`config.mk`:
```
export PLATFORM = sky130hd
export DESIGN_NAME = softmax_argmax
export DESIGN_NICKNAME = d
export VERILOG_FILES = /design/src/rtl/softmax_argmax.sv
export SDC_FILE = /design/constraint.sdc
export NUM_CORES = 1
export LEC_CHECK = 0
export CORE_MARGIN = 10
export CORE_UTILIZATION = 45
export CTS_BUF_LIST = sky130_fd_sc_hd__clkbuf_4
export DETAILED_ROUTE_END_ITERATION = 12
export PLACE_DENSITY = 0.76
export RECOVER_POWER = 25
export SLEW_MARGIN = 20
export SYNTH_ARGS = -nofsm -noshare
export SYNTH_HDL_FRONTEND = slang
export SYNTH_SLANG_ARGS = --single-unit
```
`constraint.sdc`:
```
create_clock -name clk -period 7.75 [get_ports clk]
set_input_delay 0.775 -clock clk [delete_from_list [all_inputs] [get_ports clk]]
set_output_delay 0.775 -clock clk [all_outputs]
set_load 0.005 [all_outputs]
```
`src/rtl/softmax_argmax.sv`:
```
// Purpose : argmax over an N_CLASS float32 probability vector, one element compared per clock.
// Latency : result pulse in the cycle after edge k+N_CLASS-1 for a vector accepted at edge k.
// Backpressure: in_ready low while scanning; a vector offered then is dropped and overrun latches.
//
// Ports:
//   clk, resetn          clock, asynchronous active-low reset
//   valid_in, percent    one-cycle strobe with N_CLASS packed words (class i at [i*DW +: DW])
//   in_ready             high in IDLE, when a new vector is accepted
//   valid_out            one-cycle pulse qualifying class_idx / max_prob
//   class_idx, max_prob  winning index and bit-exact copy of its word (held until next result)
//   overrun              sticky flag, set by valid_in while scanning, cleared only by reset
//   thresh, low_conf     present only with CONF_THRESH_EN: low_conf=1 when max_prob < thresh
//
// Optional feature macro: CONF_THRESH_EN
module softmax_argmax #(
  parameter int N_CLASS = 10,
  parameter int DW      = 32,
  parameter int IW      = 4
) (
  input  logic                  clk,
  input  logic                  resetn,
  input  logic                  valid_in,
  input  logic [N_CLASS*DW-1:0] percent,
`ifdef CONF_THRESH_EN
  input  logic [DW-1:0]         thresh,
  output logic                  low_conf,
`endif
  output logic                  in_ready,
  output logic                  valid_out,
  output logic [IW-1:0]         class_idx,
  output logic [DW-1:0]         max_prob,
  output logic                  overrun
);

  typedef enum logic {IDLE = 1'b0, SCAN = 1'b1} state_t;

  // Strict "a > b" under the float32 total order used for ranking.
  // Non-NaN words map to an unsigned key whose order matches numeric order:
  // positives get the top bit set, negatives are bit-inverted so larger
  // magnitudes sort lower. -0 is folded onto +0 first so the two tie.
  // A NaN on the left never wins; a NaN on the right always loses.
  function automatic logic f_gt(input logic [DW-1:0] a, input logic [DW-1:0] b);
    logic        a_nan;
    logic        b_nan;
    logic [DW-1:0] ka;
    logic [DW-1:0] kb;
    a_nan = (&a[30:23]) && (|a[22:0]);
    b_nan = (&b[30:23]) && (|b[22:0]);
    ka = (a[30:0] == 31'd0) ? {1'b1, 31'd0} : (a[31] ? ~a : {1'b1, a[30:0]});
    kb = (b[30:0] == 31'd0) ? {1'b1, 31'd0} : (b[31] ? ~b : {1'b1, b[30:0]});
    return !a_nan && (b_nan || (ka > kb));
  endfunction

  state_t        state_q,     state_d;
  logic [DW-1:0] bank_q [N_CLASS];
  logic [DW-1:0] bank_d [N_CLASS];
  logic [DW-1:0] best_q,      best_d;
  logic [IW-1:0] best_idx_q,  best_idx_d;
  logic [IW-1:0] cnt_q,       cnt_d;
  logic          in_ready_q,  in_ready_d;
  logic          valid_out_q, valid_out_d;
  logic [IW-1:0] class_idx_q, class_idx_d;
  logic [DW-1:0] max_prob_q,  max_prob_d;
  logic          overrun_q,   overrun_d;
`ifdef CONF_THRESH_EN
  logic [DW-1:0] thresh_q,    thresh_d;
  logic          low_conf_q,  low_conf_d;
`endif

  // Single comparator: current bank element against the running best.
  logic [DW-1:0] cand;
  logic          take;
  logic [DW-1:0] best_nxt;
  logic [IW-1:0] idx_nxt;

  always_comb begin
    cand     = bank_q[cnt_q];
    take     = f_gt(cand, best_q);
    best_nxt = take ? cand  : best_q;
    idx_nxt  = take ? cnt_q : best_idx_q;
  end

  always_comb begin
    state_d     = state_q;
    bank_d      = bank_q;
    best_d      = best_q;
    best_idx_d  = best_idx_q;
    cnt_d       = cnt_q;
    valid_out_d = 1'b0;
    class_idx_d = class_idx_q;
    max_prob_d  = max_prob_q;
    overrun_d   = overrun_q;
`ifdef CONF_THRESH_EN
    thresh_d    = thresh_q;
    low_conf_d  = low_conf_q;
`endif
    case (state_q)
      IDLE: begin
        if (valid_in) begin
          for (int i = 0; i < N_CLASS; i++) begin
            bank_d[i] = percent[i*DW +: DW];
          end
          // Element 0 seeds the running best, so the scan starts at 1.
          best_d     = percent[DW-1:0];
          best_idx_d = '0;
          cnt_d      = IW'(1);
          state_d    = SCAN;
`ifdef CONF_THRESH_EN
          thresh_d   = thresh;
`endif
        end
      end
      SCAN: begin
        if (valid_in) begin
          overrun_d = 1'b1;
        end
        best_d     = best_nxt;
        best_idx_d = idx_nxt;
        cnt_d      = cnt_q + IW'(1);
        if (cnt_q == IW'(N_CLASS - 1)) begin
          valid_out_d = 1'b1;
          class_idx_d = idx_nxt;
          max_prob_d  = best_nxt;
          cnt_d       = '0;
          state_d     = IDLE;
`ifdef CONF_THRESH_EN
          low_conf_d  = f_gt(thresh_q, best_nxt);
`endif
        end
      end
      default: state_d = IDLE;
    endcase
    // Registered ready tracks the state being entered.
    in_ready_d = (state_d == IDLE);
  end

  always_ff @(posedge clk or negedge resetn) begin
    if (!resetn) begin
      state_q     <= IDLE;
      for (int i = 0; i < N_CLASS; i++) begin
        bank_q[i] <= '0;
      end
      best_q      <= '0;
      best_idx_q  <= '0;
      cnt_q       <= '0;
      in_ready_q  <= 1'b1;
      valid_out_q <= 1'b0;
      class_idx_q <= '0;
      max_prob_q  <= '0;
      overrun_q   <= 1'b0;
`ifdef CONF_THRESH_EN
      thresh_q    <= '0;
      low_conf_q  <= 1'b0;
`endif
    end else begin
      state_q     <= state_d;
      bank_q      <= bank_d;
      best_q      <= best_d;
      best_idx_q  <= best_idx_d;
      cnt_q       <= cnt_d;
      in_ready_q  <= in_ready_d;
      valid_out_q <= valid_out_d;
      class_idx_q <= class_idx_d;
      max_prob_q  <= max_prob_d;
      overrun_q   <= overrun_d;
`ifdef CONF_THRESH_EN
      thresh_q    <= thresh_d;
      low_conf_q  <= low_conf_d;
`endif
    end
  end

  assign in_ready  = in_ready_q;
  assign valid_out = valid_out_q;
  assign class_idx = class_idx_q;
  assign max_prob  = max_prob_q;
  assign overrun   = overrun_q;
`ifdef CONF_THRESH_EN
  assign low_conf  = low_conf_q;
`endif

endmodule
```
# == Word-level counts from Yosys, hierarchy flattened ==
# Index checks and enable logic that the tools add are counted.
# totals
reg_bits,400
input_bits,323
out_inout_bits,39
# op_classes
n_addsub,1
order_cmp,2
n_eq_ne,2
n_mux,21
bitwise_logic,5
n_reduce_logical,14
# op_table
cell,count
2-to-1 mux 32 bit,8
binary-select mux 32 bit (select 4 bit),1
inverter 32 bit,2
case mux 32 bit (2 select lines),1
zero test 31 bit,2
OR reduction 23 bit,2
greater-than comparator 32 bit,1
2-to-1 mux 4 bit,4
case mux 4 bit (2 select lines),2
AND reduction 8 bit,2
AND reduction 2 bit,3
">= comparator 5 bit, second input constant",1
inverter 4 -> 5 bit,1
"adder 4 x 1 -> 4 bit, second input constant",1
"== test 4 bit, second input constant",1
2-to-1 mux 1 bit,4
logical AND 1 bit,3
"inequality test 2 bit, second input constant",1
inverter 1 bit,2
case mux 1 bit (2 select lines),1
zero test 1 bit,1
logical OR 1 bit,1

# == Logic depth before layout (Yosys ltp) ==
# logic_depth
ltp_word,12
mapped_depth,25
ltp_nobuf,17

# == Least setup slack after synthesis ==
# OpenSTA, ideal clock, no wires.
# synth_path
path_type,register to register
startpoint,reg cnt_q[0]
endpoint,"reg max_prob_q[10], in the netlist max_prob[10]"
arrival_ns,5.226
t_required_ns,7.624
path_slack_ns,2.398
stages_incl_launch_ff,26
n_path_buf,8
cell_sequence,dfrtp_1 buf_6 buf_12 buf_12 buf_12 buf_6 mux4_2 a22oi_1 o21ai_0 nor3_1 and3_1 buf_2 nand2_2 nor2_2 buf_2 nor2_1 ha_1 a21o_1 a21o_1 a21oi_1 and4b_1 a211oi_1 o21ai_1 clkbuf_1 nor3_1 a221o_1
# synth_via
elab_chain_cells,11
# synth_rtl
item,line,source
"start, declared",59,"logic [IW-1:0] cnt_q, cnt_d;"
"start signal, assigned",160,cnt_q <= cnt_d;
"parallel branches: the longest is 11 deep, another holds greater-than comparator 32 bit",-,
"end signal, assigned",164,max_prob_q <= max_prob_d;
"end, declared",63,"logic [DW-1:0] max_prob_q, max_prob_d;"
# Parallel ways; which one is timed is not known. The select of a mux whose other input is x is not followed.
# A chain may end at the register's enable or synchronous reset.

# == Final worst setup path ==
# layout_path
startpoint,reg cnt_q[1]
endpoint,reg best_q[27]
# layout_via
elab_chain_cells,12
# layout_rtl
item,line,source
inverter 4 -> 5 bit (implied by the code) *,77,cand = bank_q[cnt_q];
binary-select mux 32 bit (select 4 bit) *,77,
2-to-1 mux 32 bit (implied by the code) * (2 in series),77,
"parallel branches: the longest is 6 deep, another holds greater-than comparator 32 bit",-,
2-to-1 mux 32 bit *,79,best_nxt = take ? cand : best_q;
case mux 32 bit (2 select lines) *,97,case (state_q)
"end signal, assigned",158,best_q <= best_d;
"end, declared",57,"logic [DW-1:0] best_q, best_d;"
# Every way passes the cells marked *. The select of a mux whose other input is x is not followed.

==> summary.md <==
| Metric | Value |
|---|---|
| Switch share | `about 44%` |
| Min-Delay Endpoint | `bank_q[244]` |
| Worst Setup End Kind | `flip-flop` |
| Post-Synth Adder-Cell Area | `about 2.1%` |
| Die Height | `between 200 and 250 um` |
| Drt drc | `0` |
| Syn avg cell area | `a little over 9 um2` |
| Dpl cells | `2989` |
| R2R cell count | `18` |
| Largest buffer count on any clock path | `3` |
| P per Cell Area | `486 nW/um2` |
| Skew-Pair Late Insertion Delay | `roughly 0.81 ns` |
| Chip width | `~230 um` |
| # rows | `77` |
| Final WL | `approximately 70 mm` |
| Area delta synth->final | `26.1%` |
| Critical-path maximum fanout | `37` |
| Worst EP arrival | `7.85 ns` |
| Status | `finished, violations left` |
| Detailed Place HPWL | `51.1 mm` |
| Sequential element share of the synthesized area | `50.2%` |
| Minimum clock period | `around 7.2 ns` |
| Grt total ovfl | `0` |
| Final setup fails | `0` |
| Largest family of logic cells by synthesized area | `simple AND/OR/NAND/NOR gates` |
| Setup TNS | `0 ns` |
| Static Leak | `0.0123 uW` |
| Number of synthesized flops with an enable pin | `0` |
| # IOs | `362` |
| Share of the synthesized area in the top cell type | `between 50% and 60%` |
| 1st-iter DRT viols | `1707` |
| Clk pwr share | `around 14%` |
| Max IR drop VDD | `~400 uV` |
| Final critical-path share of the clock period | `around 93%` |
| CTS resizes | `0` |
| Hold Path Depth | `2` |
| WS Path Type | `reg -> reg` |
| Area contributors post-synth | `dfrtp_1 50%, nand2_1 19%, mux4_2 3.9%` |
| Internal power | `6800 uW` |
| F_max | `139 MHz` |
| HP Class | `reg -> reg` |
| Worst R2R Start | `cnt_q[1]` |
| Max-Slew Margin vs Limit | `-226%` |
| Total global routing track utilization | `between 20 and 30%` |
| CTS HTree Levels | `3` |
| Post-synth top area cell | `dfrtp_1` |
| Cts bufs inserted | `just over 100` |
| First-pass GRT wire length | `~110 mm` |
| Post-route ant nets | `0` |
| TritonCTS clock tree | `built` |
| List of most frequent post-synthesis cells | `984 x nand2_1, 399 x dfrtp_1, 98 x clkbuf_1` |
| NetSw | `approximately 5400 uW` |
| Syn. warnings | `0` |
| RSZ-0062 raised after global routing | `no` |
| Multiplexer share of the synthesized area | `around 9.6%` |
| FF-to-FF End | `best_q[27]` |
| Worst hold start | `bank_q[244]` |
| Post-synthesis register bit count | `400` |
| Final Max Slew Viols | `a little over 300` |
| Compound-Gate Fraction of Synth Area | `under 10%` |
| Final RePlAce weighted congestion | `0.936` |
| Predominant post-synthesis flop cell | `dfrtp_1` |
| Share of post-route cells with drive strength above 1 | `between 10% and 20%` |
| Largest net degree at the start of global routing | `230` |
| Synth unique cells | `60` |
| Failing checks | `capacitance limit, slew limit` |
| Syn Nets | `between 2000 and 3000` |
| CP Data Required Time | `8.41 ns` |
| 1st-pass router iterations | `7` |
| Synth Area in Simple Gates | `between 20% and 30%` |
| Post-layout nets | `2860` |
| WHS | `0.470 ns` |
| Mapped Cells | `roughly 2100` |
| Clk root buf | `clkbuf_4` |
| Vias in the first global route | `approximately 18000` |
| Reg2reg setup slack | `between 0.5 and 0.6 ns` |
| Port Buffers | `361` |
| Top-count cell post-synth | `nand2_1` |
| Clk_skew | `0.0378 ns` |
| Logic pwr share | `53.6%` |
| Fillcell total | `approximately 3900` |
| Worst-Margin Slew | `a little under 5 ns` |
| Fin. Hold Viols | `0` |
| Non-filler instance count after layout | `approximately 3200` |
| Post-synthesis instance area | `around 20000 um2` |
| Starting Density | `45.3%` |
| Sequential share of power | `between 30 and 40%` |
| Vias | `around 17000` |
| Reg clk slew, reported paths | `0.06 ns` |
| Initial antenna violation count | `8` |
| Core ar. | `roughly 44000 um2` |
| Wire length per cell | `between 20 and 25 um` |
| Avg Vias per Cell | `5.49` |
| Post-synthesis xor/xnor area fraction | `2.63%` |
| Critical path startpoint category | `flip-flop` |
| Clk sinks | `400` |
| Asr flop ratio synth | `100%` |
| Max cap viols | `4` |
| Cts hold-fix bufs | `1` |
| Post-CTS Setup Inserts | `0` |
| Die area | `53200 um2` |
per-stage QoR:
stage | total power, uW | utilization [%] | cell area, um2 | setup WS, ns
global placement | 10300 | 54.3 | 23900 | 0.824
floorplan | 8260 | - | 20000 | 2.40
global route | 13100 | 57.1 | 25200 | 0.239
finish | 12200 | 57.1 | 25200 | 0.563
CTS | 12200 | 57.1 | 25200 | 0.684
detailed placement | 10400 | 54.3 | 23900 | 0.724
kinds of logic (layout without fill, tap and decap cells):
kind of cell / Yosys count / after routing
multiplexers: 124 / 124
other: 0 / 2
buffers and inverters: 154 / 588
XOR/XNOR: 60 / 60
adder cells (fa/ha/maj): 34 / 34
flip-flops: 400 / 400
AND/OR/NAND/NOR: 1144 / 1144
AO/OA/AOI/OAI: 229 / 229
sequential cells by signal, summed over array words and instances (netlist names):
| register | cells |
|---|---|
| valid_out | 1 |
| in_ready | 1 |
| overrun | 1 |
| state_q | 1 |
| class_idx | 4 |
| best_q | 32 |
| bank_q | 320 |
| max_prob | 32 |
| cnt_q | 4 |
| best_idx_q | 4 |
cells in the final DEF (no fill, tap or decap), types with 6 or more instances in the layout:
master,synthesis,final
nand2_1,984,984
dfrtp_1,399,396
clkdlybuf4s50_1,0,360
clkbuf_4,1,151
nor2_1,55,55
mux2i_1,48,48
a221o_1,43,43
o21ai_0,37,37
mux4_2,35,35
ha_1,34,34
o22ai_1,33,32
xor2_1,31,31
a21o_1,30,30
xnor2_1,29,29
mux2_2,28,28
and2_1,25,25
clkinv_1,1,24
a21oi_1,24,24
buf_4,9,20
inv_1,17,17
nor4_1,15,15
o32ai_1,14,14
nand4_1,13,13
mux4_1,13,13
nand3_1,12,12
nand2b_1,11,11
o221a_2,11,11
nor3_1,9,9
a22oi_1,6,6
o211ai_1,6,6
power groups by stage:
stage               Sequential (uW)  Combinational [uW]  Clock [uW]
floorplan                      3530                4740           0
global placement               3900                6360           0
detailed placement             3930                6450           0
CTS                            3900                6500        1790
global route                   4020                7170        1910
finish                         3920                6560        1760
final cells by class:
class                           count  area [um2]  share of cell area (%)
Sequential cell                   400       10000                    39.8
Multi-Input combinational cell   1591        9190                    36.5
Timing Repair Buffer              390        3890                    15.5
Clock buffer                      151        1130                    4.51
Tap cell                          592         741                    2.94
Clock inverter                     29         118                   0.467
Inverter                           18        67.6                   0.269
Antenna cell                        2        5.00                  0.0199
worst max-delay path by stage:
stage | start | endpoint | depth (start not counted)
4_1_cts | cnt_q[0] | best_q[27] | 19
2_1_floorplan | cnt_q[0] | max_prob[10] | 25
3_5_place_dp | cnt_q[1] | best_q[27] | 18
5_1_grt | cnt_q[0] | best_q[27] | 19
3_3_place_gp | cnt_q[0] | best_q[6] | 19
6_report | cnt_q[1] | best_q[27] | 18
layer usage:
metal / track usage [%] / wire, um / part of all wire [%] / vias to the layer above
met2: 39.1 / 31200 / 45 / 820
met1: 35.7 / 30700 / 44 / 8529
met5: 0 / 81 / 0.12 / -
li1: - / - / - / 7946
met3: 6.90 / 6010 / 8.6 / 103
met4: 7.95 / 1640 / 2.4 / 12
worst max-delay path: stages (launching register included):
cell and delay, ns:
dfrtp_4 0.87, nand2_1 0.63, o22ai_1 0.53, o32ai_1 0.27
nor4_1 0.55, and4_1 0.42, nand2_2 0.16, o21ai_0 0.36
mux2i_1 0.14, ha_1 0.35, nand4_1 0.14, nor4_1 0.68
nand4_1 0.25, and2_1 0.25, a21boi_0 0.12, buf_4 0.16
a21oi_2 0.65, buf_4 0.38, a21oi_1 0.12
Power figures use the tool's default switching activity.
